**src/rtl/decode_pkg.sv**
```systemverilog
// -----------------------------------------------------------------------------
// decode_pkg
// Shared definitions for the instruction decoder and the MCU execute stage.
//   state_e          : decoder FSM states (opcode fetch / operand collection)
//   DEF_*            : default decoder geometry
//   OPC_*            : default opcode map (opcodes 1..4 carry an operand)
//   onehot64()       : opcode index to one-hot helper, truncated by the caller
// -----------------------------------------------------------------------------
package decode_pkg;

   typedef enum logic {
      ST_OPCODE  = 1'b0,
      ST_OPERAND = 1'b1
   } state_e;

   localparam int DEF_INST_W   = 8;
   localparam int DEF_CMD_NUM  = 40;
   localparam int DEF_IMM_BASE = 1;
   localparam int DEF_IMM_NUM  = 4;
   localparam int DEF_IMM_LEN  = 1;

   localparam logic [7:0] OPC_NOP  = 8'h00;
   localparam logic [7:0] OPC_LDI  = 8'h01;
   localparam logic [7:0] OPC_ADDI = 8'h02;
   localparam logic [7:0] OPC_ANDI = 8'h03;
   localparam logic [7:0] OPC_JMPI = 8'h04;
   localparam logic [7:0] OPC_HALT = 8'h05;

   function automatic logic [63:0] onehot64(input logic [5:0] idx);
      onehot64 = 64'd1 << idx;
   endfunction

endpackage

```
**src/rtl/inst_decoder_if.sv**
```systemverilog
// -----------------------------------------------------------------------------
// inst_decoder_if
// Byte-stream input and decoded-command output of the instruction decoder.
//   inst_valid/inst/inst_ready       : incoming opcode/operand bytes
//   cmd_valid/cmd_ready/cmd/cmd_data : decoded one-hot command and operand
//   illegal                          : one-cycle pulse on an out-of-range opcode
//   cmd_cnt                          : issued-command counter
// Modports: slave (decoder side), master (byte source / command consumer).
// -----------------------------------------------------------------------------
interface inst_decoder_if #(
   parameter int INST_W  = 8,
   parameter int CMD_NUM = 40,
   parameter int IMM_LEN = 1
);
   logic                        inst_valid;
   logic [INST_W-1:0]           inst;
   logic                        inst_ready;
   logic                        cmd_valid;
   logic                        cmd_ready;
   logic [CMD_NUM-1:0]          cmd;
   logic [IMM_LEN*INST_W-1:0]   cmd_data;
   logic                        illegal;
   logic [15:0]                 cmd_cnt;

   modport slave (
      input  inst_valid, inst, cmd_ready,
      output inst_ready, cmd_valid, cmd, cmd_data, illegal, cmd_cnt
   );

   modport master (
      output inst_valid, inst, cmd_ready,
      input  inst_ready, cmd_valid, cmd, cmd_data, illegal, cmd_cnt
   );
endinterface

```
**src/rtl/decode_imm_acc.sv**
```systemverilog
// -----------------------------------------------------------------------------
// decode_imm_acc
// Operand assembler: byte counter plus lane-write register. Byte k of an
// operand lands in lane k (first byte = LSB).
//   clk, rst : clock, synchronous active-high reset
//   clr      : restart assembly (new operand opcode or flush)
//   wr       : accept din into the current lane
//   din      : operand byte
//   last     : current lane is the final one
//   full     : stored lanes with din merged into the current lane, so the
//              complete operand is available in the cycle its last byte arrives
// -----------------------------------------------------------------------------
module decode_imm_acc #(
   parameter int INST_W  = 8,
   parameter int IMM_LEN = 1
) (
   input  logic                      clk,
   input  logic                      rst,
   input  logic                      clr,
   input  logic                      wr,
   input  logic [INST_W-1:0]         din,
   output logic                      last,
   output logic [IMM_LEN*INST_W-1:0] full
);
   localparam int KW = (IMM_LEN > 1) ? $clog2(IMM_LEN) : 1;
   localparam int DW = IMM_LEN * INST_W;

   logic [KW-1:0] k_q, k_d;
   logic [DW-1:0] acc_q, acc_d;

   always_comb begin
      last = (k_q == KW'(IMM_LEN - 1));
      full = acc_q;
      for (int lane = 0; lane < IMM_LEN; lane++) begin
         if (k_q == KW'(lane)) full[lane*INST_W +: INST_W] = din;
      end
      k_d   = k_q;
      acc_d = acc_q;
      if (clr) begin
         k_d   = '0;
         acc_d = '0;
      end else if (wr) begin
         acc_d = full;
         k_d   = last ? '0 : k_q + KW'(1);
      end
   end

   always_ff @(posedge clk) begin
      if (rst) begin
         k_q   <= '0;
         acc_q <= '0;
      end else begin
         k_q   <= k_d;
         acc_q <= acc_d;
      end
   end
endmodule

```
**src/rtl/inst_decoder.sv**
```systemverilog
// -----------------------------------------------------------------------------
// inst_decoder
// Byte-stream instruction decoder. Opcodes become one-hot commands; opcodes in
// [IMM_BASE, IMM_BASE+IMM_NUM) first collect IMM_LEN operand bytes.
//   clk   : clock, rising edge
//   rst   : synchronous active-high reset, overrides everything
//   flush : abort partial instruction and pending command, drop offered byte
//   bus   : inst_decoder_if.slave (byte input, command output, illegal, cmd_cnt)
// Optional feature: define INST_DECODER_CNT_EN to build the saturating
// issued-command counter; otherwise cmd_cnt is tied to zero.
// -----------------------------------------------------------------------------
module inst_decoder
   import decode_pkg::*;
#(
   parameter int INST_W   = DEF_INST_W,
   parameter int CMD_NUM  = DEF_CMD_NUM,
   parameter int IMM_BASE = DEF_IMM_BASE,
   parameter int IMM_NUM  = DEF_IMM_NUM,
   parameter int IMM_LEN  = DEF_IMM_LEN
) (
   input logic           clk,
   input logic           rst,
   input logic           flush,
   inst_decoder_if.slave bus
);
   localparam int DW = IMM_LEN * INST_W;

   state_e             state_q, state_d;
   logic [5:0]         op_q, op_d;
   logic               cmd_valid_q, cmd_valid_d;
   logic [CMD_NUM-1:0] cmd_q, cmd_d;
   logic [DW-1:0]      data_q, data_d;
   logic               illegal_q, illegal_d;

   logic          accept, imm_clr, imm_wr, imm_last;
   logic [DW-1:0] imm_full;
   int            opc_i;
   logic          is_imm, is_legal, done;
   logic [5:0]    done_op;
   logic [DW-1:0] done_data;

   // Ready only depends on the output slot, never on flush, so the source
   // sees a stable handshake; flush simply makes the byte a no-op.
   assign bus.inst_ready = !cmd_valid_q || bus.cmd_ready;
   assign accept         = bus.inst_valid && bus.inst_ready && !flush;
   assign imm_wr         = accept && (state_q == ST_OPERAND);
   assign imm_clr        = flush || (accept && (state_q == ST_OPCODE) && is_imm);

   always_comb begin
      opc_i    = int'(bus.inst);
      is_imm   = (opc_i >= IMM_BASE) && (opc_i < IMM_BASE + IMM_NUM);
      is_legal = (opc_i < CMD_NUM);
   end

   decode_imm_acc #(
      .INST_W (INST_W),
      .IMM_LEN(IMM_LEN)
   ) u_imm_acc (
      .clk (clk),
      .rst (rst),
      .clr (imm_clr),
      .wr  (imm_wr),
      .din (bus.inst),
      .last(imm_last),
      .full(imm_full)
   );

   always_comb begin
      state_d   = state_q;
      op_d      = op_q;
      illegal_d = 1'b0;
      done      = 1'b0;
      done_op   = op_q;
      done_data = '0;
      unique case (state_q)
         ST_OPCODE: begin
            if (accept) begin
               if (is_imm) begin
                  op_d    = 6'(opc_i);
                  state_d = ST_OPERAND;
               end else if (is_legal) begin
                  done    = 1'b1;
                  done_op = 6'(opc_i);
               end else begin
                  illegal_d = 1'b1;
               end
            end
         end
         ST_OPERAND: begin
            // Bytes here are always operand data, never inspected as opcodes.
            if (accept && imm_last) begin
               done      = 1'b1;
               done_data = imm_full;
               state_d   = ST_OPCODE;
            end
         end
         default: state_d = ST_OPCODE;
      endcase
      if (flush) state_d = ST_OPCODE;

      // Output slot: a completing instruction refills it in the same cycle the
      // old command leaves, so back-to-back commands have no bubble.
      cmd_valid_d = cmd_valid_q;
      cmd_d       = cmd_q;
      data_d      = data_q;
      if (flush) begin
         cmd_valid_d = 1'b0;
         cmd_d       = '0;
         data_d      = '0;
      end else if (done) begin
         cmd_valid_d = 1'b1;
         cmd_d       = CMD_NUM'(onehot64(done_op));
         data_d      = done_data;
      end else if (cmd_valid_q && bus.cmd_ready) begin
         cmd_valid_d = 1'b0;
         cmd_d       = '0;
         data_d      = '0;
      end
   end

   always_ff @(posedge clk) begin
      if (rst) begin
         state_q     <= ST_OPCODE;
         op_q        <= '0;
         cmd_valid_q <= 1'b0;
         cmd_q       <= '0;
         data_q      <= '0;
         illegal_q   <= 1'b0;
      end else begin
         state_q     <= state_d;
         op_q        <= op_d;
         cmd_valid_q <= cmd_valid_d;
         cmd_q       <= cmd_d;
         data_q      <= data_d;
         illegal_q   <= illegal_d;
      end
   end

   assign bus.cmd_valid = cmd_valid_q;
   assign bus.cmd       = cmd_q;
   assign bus.cmd_data  = data_q;
   assign bus.illegal   = illegal_q;

`ifdef INST_DECODER_CNT_EN
   logic [15:0] cnt_q, cnt_d;

   // A flushed command is discarded, not consumed, so it is not counted.
   always_comb begin
      cnt_d = cnt_q;
      if (cmd_valid_q && bus.cmd_ready && !flush && (cnt_q != 16'hFFFF))
         cnt_d = cnt_q + 16'd1;
   end

   always_ff @(posedge clk) begin
      if (rst) cnt_q <= '0;
      else     cnt_q <= cnt_d;
   end

   assign bus.cmd_cnt = cnt_q;
`else
   assign bus.cmd_cnt = '0;
`endif
endmodule
```
**src/flat_wrapper.sv**
```systemverilog
// flat-port wrapper written by rule: the top's interface ports become plain ports
module inst_decoder_flat import decode_pkg::*;
#(
   parameter int INST_W   = DEF_INST_W,
   parameter int CMD_NUM  = DEF_CMD_NUM,
   parameter int IMM_BASE = DEF_IMM_BASE,
   parameter int IMM_NUM  = DEF_IMM_NUM,
   parameter int IMM_LEN  = DEF_IMM_LEN
)
  (clk, rst, flush, bus_inst_valid, bus_inst, bus_cmd_ready, bus_inst_ready, bus_cmd_valid, bus_cmd, bus_cmd_data, bus_illegal, bus_cmd_cnt);
  inst_decoder_if #(.INST_W(INST_W), .CMD_NUM(CMD_NUM), .IMM_LEN(IMM_LEN)) bus_i ();
  input logic clk;
  input logic rst;
  input logic flush;
  input wire logic [$bits(bus_i.inst_valid)-1:0] bus_inst_valid;
  input wire logic [$bits(bus_i.inst)-1:0] bus_inst;
  input wire logic [$bits(bus_i.cmd_ready)-1:0] bus_cmd_ready;
  output wire logic [$bits(bus_i.inst_ready)-1:0] bus_inst_ready;
  output wire logic [$bits(bus_i.cmd_valid)-1:0] bus_cmd_valid;
  output wire logic [$bits(bus_i.cmd)-1:0] bus_cmd;
  output wire logic [$bits(bus_i.cmd_data)-1:0] bus_cmd_data;
  output wire logic [$bits(bus_i.illegal)-1:0] bus_illegal;
  output wire logic [$bits(bus_i.cmd_cnt)-1:0] bus_cmd_cnt;
  assign bus_i.inst_valid = bus_inst_valid;
  assign bus_i.inst = bus_inst;
  assign bus_i.cmd_ready = bus_cmd_ready;
  assign bus_inst_ready = bus_i.inst_ready;
  assign bus_cmd_valid = bus_i.cmd_valid;
  assign bus_cmd = bus_i.cmd;
  assign bus_cmd_data = bus_i.cmd_data;
  assign bus_illegal = bus_i.illegal;
  assign bus_cmd_cnt = bus_i.cmd_cnt;
  inst_decoder #(.INST_W(INST_W), .CMD_NUM(CMD_NUM), .IMM_BASE(IMM_BASE), .IMM_NUM(IMM_NUM), .IMM_LEN(IMM_LEN)) u_core (.clk(clk), .rst(rst), .flush(flush), .bus(bus_i));
endmodule
```
**config.mk**
```make
export PLATFORM = sky130hd
export DESIGN_NAME = inst_decoder_flat
export DESIGN_NICKNAME = d
export VERILOG_FILES = /design/src/rtl/decode_pkg.sv /design/src/rtl/inst_decoder_if.sv /design/src/rtl/decode_imm_acc.sv /design/src/rtl/inst_decoder.sv /design/src/flat_wrapper.sv
export SDC_FILE = /design/constraint.sdc
export NUM_CORES = 1
export LEC_CHECK = 0
export ABC_AREA = 1
export CORE_AREA = 3 3 79 81
export DETAILED_ROUTE_END_ITERATION = 8
export DIE_AREA = 0 0 82 84
export PLACE_DENSITY = 0.87
export SKIP_LAST_GASP = 1
export SLEW_MARGIN = 20
export SYNTH_ARGS = -nofsm -noshare
export SYNTH_HDL_FRONTEND = slang
export SYNTH_SLANG_ARGS = --single-unit
```
**constraint.sdc**
```tcl
create_clock -name clk -period 2.25 [get_ports clk]
set_clock_uncertainty 0.05 [all_clocks]
set_input_delay 0.225 -clock clk [delete_from_list [all_inputs] [get_ports clk]]
set_output_delay 0.225 -clock clk [all_outputs]
set_load 0.005 [all_outputs]
```
==> reports/metrics.cfg, run 1 <==
[synth]
count_of_state_elements_after_synthesis=57
postSynth.asyncResetShare_pct=0
synthCells=334
netlist_top_cells_count=nand2_1 (60), dfxtp_1 (57), a21oi_1 (47), nand3_1 (47), inv_1 (18)
postSynth.topFlopCell=dfxtp_1
yosysWarnings=0
synth_edf_count=0
syn-mean-instance-area_um2=7.713
synth.cell_area_mm2=0.002576
post-synth-top-count-cell=nand2_1
ys_top_cells_by_area=dfxtp_1 (44%), a21oi_1 (9.1%), nand3_1 (9.1%), nand2_1 (8.7%), buf_4 (4.7%)
synth.largest_area_cell=dfxtp_1
synth.yosys.seq_area_share_pct=44.29
netlist.area_leader.share_pct=44.29
post_synth_num_cell_types=25

[placed_design]
pre_cts_ws_ps=-150.0
routability_congestion_estimate_from_global_placement=0.8657
dpl.hpwl_um=4673
numPortBuffers=63

[grt]
track_usage_pct=20.73
number_of_global_route_vias_before_repair=2306
grt-ovfl-total=0
grt_first_pass_wirelength_um=10980
grt_max_degree=44
grt_antenna_before_repair=0

[route]
drt_iter0_drc=141
drc=0
routed_via_density=5.147
wl_per_cell_um=13.89
antenna_violating_nets_post_route=0
dr.pass1.iters=5
dr_total_vias=2455
routed_wirelength_um=6624

[run]
max-cap-violations=0

[finish]
area_growth_syn_to_layout_pct=34.14
ant_cells=0
final_nets=413
nFillCells=494
drive_above_1_share_pct=14.32

[timing]
final_max_slew_viol_count=0
setup_slack_ps=169.3
tns_ps=0
fmax_achieved_mhz=480.6
final_cycle_utilization_of_the_critical_path_pct=92.47
setup_repair_after_global_routing_missed_its_margin=false
post_route_worst_hold_slack_ps=411.8
finalSetupViolCount=0
hold_violations=0
timing.final.crit_period_ps=2081

[setup_path]
worst_r2r_path_depth=9
worstSetupStartpointType=input pin
critPathRequiredTime_ps=2460
reg2reg_end=u_core.bus.cmd[0]$_SDFFE_PP0P_
r2r_start=u_core.bus.cmd_valid$_SDFFE_PP0P_
r2r_setup_slack_ps=280
worstPathMaxFanout=16
crit_path_end_kind=flip-flop
worstPathArrival_ps=2290
critical_path_class=input pin to flip-flop

[floorplan]
ios=80
placementRows=27
die_height_um=84
effective_utilization_at_floorplan_pct=46.50
floorplan.die.width_um=82
die-area_mm2=0.006888
floorplan_core_area_mm2=0.005540

[min_path]
hold_path_end=u_core.op_q[3]$_SDFFE_PP0P_
hp-start=u_core.op_q[3]$_SDFFE_PP0P_
min-delay-path-class=flip-flop to flip-flop
min_path_cells=2

[clock_tree]
clock_tree_from_tritoncts=built
clock-sinks=57
clk_pin_slew_ps=60
cts.repair_timing.setup_buffer_count=0
clock_latency_ps=330
number_of_cells_upsized_or_downsized_after_cts=0
cts-root-buf=clkbuf_8
cts-htree-levels=3
cts-root-to-sink-buffers=2
ctsHoldBuffers=0
numCtsBuffers=9

[power]
total_power_uw=2188
power_frac_comb_pct=5.7
ir_worst_vdd_uv=378.5
power.switching_fraction_pct=21.70
p_seq_share_pct=46.3
power.leakage_uw=0.001242
net-switching-power_uw=474.8
clock_power_share_pct=48.0
internal_power_uw=1713
power_density_mw_per_mm2=633.0

[run_status]
outcome=complete, no violations

worst max-delay path: stages:
cell and delay, ps:
clkdlybuf4s50_1 530, inv_1 130, nand2_1 70, nor2_1 150
nand2_2 120, nand3_4 190, nand2_2 100, nand2_2 120
inv_2 60, nor2_4 320, nand3_1 130, a21oi_1 140
worst max path at each step:
stage,start,end,slack (ps)
floorplan,u_core.bus.cmd_valid$_SDFFE_PP0P_,u_core.bus.cmd[28]$_SDFFE_PP0P_,590
global placement,bus_inst[3],u_core.bus.cmd[30]$_SDFFE_PP0P_,-30
detailed placement,flush,u_core.bus.cmd[0]$_SDFFE_PP0P_,-150
CTS,bus_inst[3],u_core.bus.cmd[0]$_SDFFE_PP0P_,200
global route,bus_inst[0],u_core.bus.cmd[22]$_SDFFE_PP0P_,30
finish,bus_inst[5],u_core.bus.cmd[29]$_SDFFE_PP0P_,170
flip-flops by register name, indices dropped and copies added (netlist names):
register,count
u_core.bus.cmd_valid,1
u_core.bus.cmd,40
u_core.state_q,1
u_core.bus.cmd_data,8
u_core.bus.illegal,1
u_core.op_q,6
cells by family (layout without fill, tap and decap cells):
group / Yosys count / count (layout) / synth area share (%)
buffers and inverters: 56 / 112 / 11.70
AO/OA/AOI/OAI: 66 / 66 / 13.65
AND/OR/NAND/NOR: 154 / 154 / 30.21
other: 1 / 16 / 0.1456
flip-flops: 57 / 57 / 44.29
per-layer routing:
layer,part of all wire [%],up-vias,global-route usage (%)
met3,8.7,12,6.695
li1,-,1208,-
met5,0,-,0
met1,41,1112,26.44
met4,1.7,0,7.855
met2,48,123,32.11
cell type report:
class                           instances  area (um^2)  share of cell area, %
Tap cell                               72        90.09                  2.607
Clock inverter                          4        76.32                  2.209
Inverter                               24        90.09                  2.607
Clock buffer                           12        145.1                  4.200
Sequential cell                        57         1141                  33.02
Multi-Input combinational cell        236         1190                  34.43
Timing Repair Buffer                   72        723.2                  20.93
layout by cell type, fill, tap and decap left out, types with 7 or more instances in the layout:
master           netlist  routed
a21oi_1               47      47
buf_4                 16       7
nand3_1               47      47
o21ai_0               15      15
dfxtp_1               57      57
conb_1                 1      16
nand4_1                8       8
clkdlybuf4s50_1        0      63
nand2_1               60      60
nor2_1                11      11
inv_1                 18      18
nor2_2                11      11
nand2_2                8       8
clkbuf_8               0      10
through the flow:
step	std cells	util (%)	area (um^2)
2_1_floorplan	349	-	2633
3_3_place_gp	461	58.38	3234
3_5_place_dp	461	58.38	3234
4_1_cts	477	62.38	3456
5_1_grt	477	62.38	3456
6_report	477	62.38	3456
power groups by stage:
stage,registers [uW],logic [uW],clock network (uW)
finish,1010,125,1050
CTS,1010,123,1070
global placement,1040,120,0
detailed placement,1040,123,0
global route,1010,138,1120
floorplan,1040,90.9,0
Note: power is estimated with default switching activity, not from simulation.
==> run 2: changes to the inputs <==
--- a/config.mk
+++ b/config.mk
@@ -6,6 +6,7 @@
 export NUM_CORES = 1
 export LEC_CHECK = 0
 export ABC_AREA = 1
+export CAP_MARGIN = 10
 export CORE_AREA = 3 3 79 81
 export DETAILED_ROUTE_END_ITERATION = 8
 export DIE_AREA = 0 0 82 84
==> results of run 2 <==
Same layout as run 1: the final DEF is identical, and so are final timing and power.
